### src/rtl/gshare_branch_predictor_if.sv
`default_nettype none
// ============================================================================
// Module      : gshare_branch_predictor_if
// Description : Decode-side prediction handshake and execute-side resolution
//               bus for the gshare branch predictor.
// Revision    : 1.0 - initial release
// ============================================================================
interface gshare_branch_predictor_if #(
  parameter int CKPT_BITS = 3
) ();
  // Decode request / response
  logic                 pred_req;
  logic                 pred_stall;
  logic [31:0]          pred_pc;
  logic                 pred_taken;
  logic                 pred_ack;
  logic [CKPT_BITS-1:0] pred_id;
  logic                 ckpt_full;
  // Execute resolution
  logic                 upd_valid;
  logic [CKPT_BITS-1:0] upd_id;
  logic                 upd_outcome;
  logic                 upd_mispredict;

  modport master (
    output pred_req, pred_stall, pred_pc,
    output upd_valid, upd_id, upd_outcome, upd_mispredict,
    input  pred_taken, pred_ack, pred_id, ckpt_full
  );

  modport slave (
    input  pred_req, pred_stall, pred_pc,
    input  upd_valid, upd_id, upd_outcome, upd_mispredict,
    output pred_taken, pred_ack, pred_id, ckpt_full
  );
endinterface
`default_nettype wire

### src/rtl/gshare_branch_predictor.sv
`default_nettype none
// ============================================================================
// Module      : gshare_branch_predictor
// Description : Gshare direction predictor (2-bit counters indexed by PC xor
//               global history) with a FIFO of GHR checkpoints used to train
//               counters in order and repair history on a mispredict.
// Revision    : 1.0 - initial release
// ============================================================================
module gshare_branch_predictor #(
  parameter int GHR_LEN    = 8,
  parameter int INDEX_BITS = 10,
  parameter int CKPT_BITS  = 3
) (
  input  logic                         clk,
  input  logic                         rst_n,
  output logic                         init_done,
  gshare_branch_predictor_if.slave     bus,
  output logic [GHR_LEN-1:0]           ghr,
  output logic                         order_err
);

  localparam int                 c_DEPTH = 1 << INDEX_BITS;
  localparam int                 c_SLOTS = 1 << CKPT_BITS;
  localparam logic [CKPT_BITS:0] c_FULL  = {1'b1, {CKPT_BITS{1'b0}}};

  localparam logic [0:0] c_ST_INIT = 1'b0;
  localparam logic [0:0] c_ST_RUN  = 1'b1;

  logic [0:0]            r_state;
  logic [INDEX_BITS-1:0] r_sweep;
  logic [1:0]            r_pht      [c_DEPTH];
  logic [GHR_LEN-1:0]    r_ckpt_ghr [c_SLOTS];
  logic [INDEX_BITS-1:0] r_ckpt_idx [c_SLOTS];
  logic [CKPT_BITS-1:0]  r_alloc_ptr;
  logic [CKPT_BITS-1:0]  r_head_ptr;
  logic [CKPT_BITS:0]    r_count;
  logic [GHR_LEN-1:0]    r_ghr;
  logic                  r_order_err;

  logic                  w_run;
  logic [INDEX_BITS-1:0] w_ghr_ext;
  logic [INDEX_BITS-1:0] w_idx;
  logic                  w_pred_taken;
  logic                  w_full;
  logic                  w_ack;
  logic                  w_upd_bad;
  logic                  w_upd_ok;
  logic [INDEX_BITS-1:0] w_upd_idx;
  logic [1:0]            w_cnt_cur;
  logic [1:0]            w_cnt_next;
  logic                  w_unused_pc;

  assign w_run       = (r_state == c_ST_RUN);
  assign w_full      = (r_count == c_FULL);
  assign w_idx       = bus.pred_pc[INDEX_BITS+1:2] ^ w_ghr_ext;
  assign w_unused_pc = ^{bus.pred_pc[31:INDEX_BITS+2], bus.pred_pc[1:0]};

  // Zero-extend the history to index width (history may be as wide as index)
  always_comb begin
    w_ghr_ext              = '0;
    w_ghr_ext[GHR_LEN-1:0] = r_ghr;
  end

  // Prediction, commit qualification and update classification
  always_comb begin
    w_pred_taken = w_run & r_pht[w_idx][1];
    // A mispredict flush this cycle wins over any new commit, even one that
    // arrives with an out-of-order id; decode re-presents after the flush.
    w_ack        = w_run & bus.pred_req & ~bus.pred_stall & ~w_full
                 & ~(bus.upd_valid & bus.upd_mispredict);
    w_upd_bad    = w_run & bus.upd_valid
                 & ((bus.upd_id != r_head_ptr) | (r_count == '0));
    w_upd_ok     = w_run & bus.upd_valid & ~w_upd_bad;
    w_upd_idx    = r_ckpt_idx[bus.upd_id];
    w_cnt_cur    = r_pht[w_upd_idx];
    w_cnt_next   = w_cnt_cur;
    if (bus.upd_outcome && w_cnt_cur != 2'b11) begin
      w_cnt_next = w_cnt_cur + 2'd1;
    end else if (!bus.upd_outcome && w_cnt_cur != 2'b00) begin
      w_cnt_next = w_cnt_cur - 2'd1;
    end
  end

  assign bus.pred_taken = w_pred_taken;
  assign bus.pred_ack   = w_ack;
  assign bus.pred_id    = r_alloc_ptr;
  assign bus.ckpt_full  = w_full;
  assign init_done      = w_run;
  assign ghr            = r_ghr;
  assign order_err      = r_order_err;

  // Pattern table: sweep to weakly-not-taken during INIT, then train on updates
  always_ff @(posedge clk) begin
    if (!w_run) begin
      r_pht[r_sweep] <= 2'b01;
    end else if (w_upd_ok) begin
      r_pht[w_upd_idx] <= w_cnt_next;
    end
  end

  // Checkpoint store: history and table index captured at commit
  always_ff @(posedge clk) begin
    if (w_ack) begin
      r_ckpt_ghr[r_alloc_ptr] <= r_ghr;
      r_ckpt_idx[r_alloc_ptr] <= w_idx;
    end
  end

  // Control state: init sweep, speculative history and checkpoint FIFO pointers
  always_ff @(posedge clk) begin
    if (!rst_n) begin
      r_state     <= c_ST_INIT;
      r_sweep     <= '0;
      r_ghr       <= '0;
      r_alloc_ptr <= '0;
      r_head_ptr  <= '0;
      r_count     <= '0;
      r_order_err <= 1'b0;
    end else begin
      if (!w_run) begin
        r_sweep <= r_sweep + 1'b1;
        if (r_sweep == {INDEX_BITS{1'b1}}) begin
          r_state <= c_ST_RUN;
        end
      end
      if (w_upd_bad) begin
        r_order_err <= 1'b1;
      end
      if (w_upd_ok && bus.upd_mispredict) begin
        // Rebuild history as it would have been with the correct direction and
        // squash every younger checkpoint.
        r_ghr       <= {r_ckpt_ghr[bus.upd_id][GHR_LEN-2:0], bus.upd_outcome};
        r_alloc_ptr <= bus.upd_id + 1'b1;
        r_head_ptr  <= bus.upd_id + 1'b1;
        r_count     <= '0;
      end else begin
        if (w_ack) begin
          r_ghr       <= {r_ghr[GHR_LEN-2:0], w_pred_taken};
          r_alloc_ptr <= r_alloc_ptr + 1'b1;
        end
        if (w_upd_ok) begin
          r_head_ptr <= r_head_ptr + 1'b1;
        end
        case ({w_ack, w_upd_ok})
          2'b10:   r_count <= r_count + 1'b1;
          2'b01:   r_count <= r_count - 1'b1;
          default: r_count <= r_count;
        endcase
      end
    end
  end

endmodule
`default_nettype wire

### src/flat_wrapper.sv
// flat-port wrapper written by rule: the top's interface ports become plain ports
module gshare_branch_predictor_flat 
#(
  parameter int GHR_LEN    = 8,
  parameter int INDEX_BITS = 10,
  parameter int CKPT_BITS  = 3
)
  (clk, rst_n, init_done, ghr, order_err, bus_pred_req, bus_pred_stall, bus_pred_pc, bus_upd_valid, bus_upd_id, bus_upd_outcome, bus_upd_mispredict, bus_pred_taken, bus_pred_ack, bus_pred_id, bus_ckpt_full);
  gshare_branch_predictor_if #(.CKPT_BITS(CKPT_BITS)) bus_i ();
  input  logic clk;
  input  logic rst_n;
  output logic init_done;
  output logic [GHR_LEN-1:0] ghr;
  output logic order_err;
  input wire logic [$bits(bus_i.pred_req)-1:0] bus_pred_req;
  input wire logic [$bits(bus_i.pred_stall)-1:0] bus_pred_stall;
  input wire logic [$bits(bus_i.pred_pc)-1:0] bus_pred_pc;
  input wire logic [$bits(bus_i.upd_valid)-1:0] bus_upd_valid;
  input wire logic [$bits(bus_i.upd_id)-1:0] bus_upd_id;
  input wire logic [$bits(bus_i.upd_outcome)-1:0] bus_upd_outcome;
  input wire logic [$bits(bus_i.upd_mispredict)-1:0] bus_upd_mispredict;
  output wire logic [$bits(bus_i.pred_taken)-1:0] bus_pred_taken;
  output wire logic [$bits(bus_i.pred_ack)-1:0] bus_pred_ack;
  output wire logic [$bits(bus_i.pred_id)-1:0] bus_pred_id;
  output wire logic [$bits(bus_i.ckpt_full)-1:0] bus_ckpt_full;
  assign bus_i.pred_req = bus_pred_req;
  assign bus_i.pred_stall = bus_pred_stall;
  assign bus_i.pred_pc = bus_pred_pc;
  assign bus_i.upd_valid = bus_upd_valid;
  assign bus_i.upd_id = bus_upd_id;
  assign bus_i.upd_outcome = bus_upd_outcome;
  assign bus_i.upd_mispredict = bus_upd_mispredict;
  assign bus_pred_taken = bus_i.pred_taken;
  assign bus_pred_ack = bus_i.pred_ack;
  assign bus_pred_id = bus_i.pred_id;
  assign bus_ckpt_full = bus_i.ckpt_full;
  gshare_branch_predictor #(.GHR_LEN(GHR_LEN), .INDEX_BITS(INDEX_BITS), .CKPT_BITS(CKPT_BITS)) u_core (.clk(clk), .rst_n(rst_n), .init_done(init_done), .bus(bus_i), .ghr(ghr), .order_err(order_err));
endmodule
### config.mk
export PLATFORM = sky130hd
export DESIGN_NAME = gshare_branch_predictor_flat
export DESIGN_NICKNAME = d
export VERILOG_FILES = /design/src/rtl/gshare_branch_predictor_if.sv /design/src/rtl/gshare_branch_predictor.sv /design/src/flat_wrapper.sv
export SDC_FILE = /design/constraint.sdc
export NUM_CORES = 2
export LEC_CHECK = 0
export BUFFER_PORTS_ARGS = -buffer_cell sky130_fd_sc_hd__clkbuf_2
export CORE_ASPECT_RATIO = 1.1
export CORE_UTILIZATION = 35
export DETAILED_ROUTE_END_ITERATION = 16
export SETUP_SLACK_MARGIN = 0.15
export SLEW_MARGIN = 25
export SYNTH_ARGS = -nofsm -noshare
export SYNTH_HDL_FRONTEND = slang
export SYNTH_SLANG_ARGS = --single-unit
### constraint.sdc
create_clock -name clk -period 112.6 [get_ports clk]
set_clock_uncertainty 0.2 [all_clocks]
set_input_delay 5.63 -clock clk [delete_from_list [all_inputs] [get_ports clk]]
set_output_delay 5.63 -clock clk [all_outputs]
set_load 0.1 [all_outputs]
==> run metrics <==
synthesized area a little under 100000 um2; Internal around 0.0014 W; Mean Syn Cell Area 12.34 um2; final setup violation count 0; asr flop ratio synth 0%; Post-CTS Setup Bufs 0; initial core utilization 35.21%; Synthesized Nets 8069; fin nets 7825; CP Capture Type output port; Congestion Overflow GR 0; total design power between 0.0015 and 0.002 W; crit path from bus_pred_pc[2]; PwrDens 15.88 nW/um2; routed via count around 70000; run status complete, no violations; DRC 0; Sw Ratio between 20% and 30%; Max FO, Critical Path 87; Clock Latency Late Sink about 0.90 ns; 1st-iter DRT viols 9803; # H-tree levels 4; yosys warns 0; register area around 66000 um2; first-pass GRT wire length roughly 460 mm; Total GRT Usage 22.07%; layout cells sized above 1 about an eighth; worst vdd ir roughly 0.000012 V; Die H around 560 um; Ports 58; Fin. Hold Viols 0; area of the die between 200000 and 300000 um2; Comb pwr share around 6.7%; largest cells by area after synthesis edfxtp_1 66%, mux4_2 8.4%, nand2_1 7.8%, nor2_1 4.1%, nand3_1 3.8%; vias in the first global route about 66000; placed wire-length estimate roughly 170 mm; hold-fix buffers at CTS 0; number of vias per cell slightly below 6; clock group share of total power 42.6%; DP Worst Slack 94.71 ns; area leader, netlist edfxtp_1; Pleak about 36 nW; setup slack, reg-to-reg 102.68 ns; sequential-to-total area share from yosys stat 66.88%; root buffer cell clkbuf_16; TritonCTS Sinks approximately 2200; TritonCTS clock tree yes; FP Rows 204; die width ~500 um; Setup TNS Final 0 ns; Worst Reg2Reg Path Length in Cells 21; period utilization between 10% and 20%; max frequency about 0.056 GHz; Crit Path Category in -> out; gpl congestion roughly 0.84; final wirelength about 320 mm; Clock Path Buffers 4; reg-to-reg startpoint u_core.r_ckpt_idx[7][2]; #FFs+latches synth 2214; largest stage delay on the critical path around 0.94 ns; slowest CP cell nor4_1; Relative slew margins between 10% and 20%; initial antenna violation count 7; HP Class reg -> reg; Worst EP required 106.77 ns; worst slew pin tran ~1.3 ns; Critical Path Sink bus_pred_taken; RSZ-0062 raised after global routing no; post-layout minimum cycle time around 18 ns; register share of total power ~51%; Worst Path Arrival about 12 ns; max-cap violation count 0; Final Max Tran Viols 0; CTS buffer count 216; CP startpoint kind input pin; Gates resized, CTS repair 0; top_reg_cell synth edfxtp_1; min setup slack post-route 94.63 ns; distinct cell type count after synthesis 53; Layout Area Growth over Synthesis 11.90%; fillers 26188; terminus of the critical flop-to-flop path u_core.r_pht[257][1]; EDFF count, synth 2184; port bufs 35; Core Region around 280000 um2; area of the multi-input gates between 30000 and 40000 um2; area share of the largest cell type after synthesis 66.28%; drt pass-1 iters 6; Cells after Synth 8017; largest net degree at the start of global routing roughly 250; clk slew on worst S/H paths 0.06 ns; switching power ~0.00041 W; WL/cell between 20 and 30 um; Post-DRT Antenna Nets 0; critical path, cell by cell clkbuf_2 -> xor2_4 -> buf_12 -> buf_4 -> buf_4 -> mux4_2 -> mux4_2 -> mux4_2 -> a22oi_1 -> a21oi_1 -> nor4_1 -> buf_4 -> nor2b_1 -> clkbuf_2
## power groups by stage
| stage | registers, W | logic [W] | clock network (W) |
|---|---|---|---|
| after floorplan | 0.000909 | 0.0000661 | 0 |
| after global placement | 0.000910 | 0.000114 | 0 |
| after detailed placement | 0.000910 | 0.000115 | 0 |
| after CTS | 0.000892 | 0.000115 | 0.000755 |
| after global routing | 0.000891 | 0.000122 | 0.000784 |
| final | 0.000892 | 0.000118 | 0.000748 |
## final cells by class
class / count / share of cell area [%]
sequential: 2214 / 59.77
multi-input combinational: 5133 / 27.94
clock buffer: 249 / 5.118
tap: 3708 / 4.190
timing repair buffer: 198 / 1.573
clock inverter: 145 / 1.366
inverter: 10 / 0.03390
antenna: 2 / 0.004520
## worst max-delay path, delay by kind of cell
kind	cells	cell delay, ns
xor+xnor	1	0.19
mux	3	1.72
compound gates	2	0.49
buf+inv	6	2.93
simple gates	2	0.99
## cells in the mapped netlist, drive strengths merged, types with 9 or more instances
cell type / instances
xor2: 16
mux4: 370
a21oi: 21
nor2: 1083
xnor2: 10
a41oi: 27
edfxtp: 2184
ha: 9
nand3: 751
inv: 10
a21o: 9
mux2i: 73
a22oi: 13
dfxtp: 30
a32oi: 40
mux2: 11
nor3: 26
nand2: 2053
o21ai: 16
buf: 339
clkbuf: 321
nor2b: 12
a211oi: 19
nand4: 250
a31oi: 258
## cell usage in the layout (no fill, tap or decap), drive strengths merged, types with 21 or more instances in the layout
master	Yosys	layout
edfxtp	2184	2184
a32oi	40	40
nand4	250	250
nor3	26	26
clkbuf	321	284
dfxtp	30	30
a31oi	258	258
nor2	1083	1083
nand3	751	751
nand2	2053	2053
mux2i	73	73
a21oi	21	21
a41oi	27	27
clkinv	0	99
buf	339	163
mux4	370	370
bufinv	0	31
## how the worst min path moves through the flow
stage	depth (start not counted)	start	endpoint
after detailed placement	1	u_core.order_err	u_core.order_err
after CTS	1	u_core.order_err	u_core.order_err
after global placement	1	u_core.order_err	u_core.order_err
final	1	u_core.order_err	u_core.order_err
after global routing	1	u_core.order_err	u_core.order_err
after floorplan	2	u_core.r_sweep[7]	u_core.r_sweep[7]
## state kept, by name, indices dropped and copies added (netlist names)
signal	cells
u_core.r_pht	2048
u_core.r_ckpt_idx	80
u_core.r_ckpt_ghr	56
u_core.r_sweep	10
u_core.ghr	8
u_core.r_count	4
u_core.bus.pred_id	3
u_core.r_head_ptr	3
u_core.init_done	1
u_core.order_err	1
## metrics by stage
stage	utilization, %	instance area, um2	instances	hold WS, ns
2_1_floorplan	-	98950	8017	0.2937
3_3_place_gp	36.73	103200	11256	0.2530
3_5_place_dp	36.81	103500	11261	0.2658
4_1_cts	39.37	110600	11655	0.2805
5_1_grt	39.40	110700	11658	0.3143
6_report	39.40	110700	11659	0.2763
## cells by family (layout without fill, tap and decap cells)
logic type                 Yosys count  count (layout)  share of synthesized area (%)
AOI/OAI and AO/OA                  435             435                          3.009
xor gates and xnor gates            26              26                         0.2301
adders and majority gates           10              10                         0.1340
muxes                              454             454                          9.293
other                                0               2                              0
buffers and inverters              670             602                          2.744
and+or+nand+nor                   4208            4208                          17.70
DFF                               2214            2214                          66.89
## metal layers
metal,global-route usage [%],up-vias,part of all wire [%]
li1,-,28929,-
met1,29.27,34589,37
met2,35.13,4348,46
met3,4.011,816,11
met4,10.03,2,5.3
met5,0,-,0.0034
Note: power is estimated with default switching activity, not from simulation.
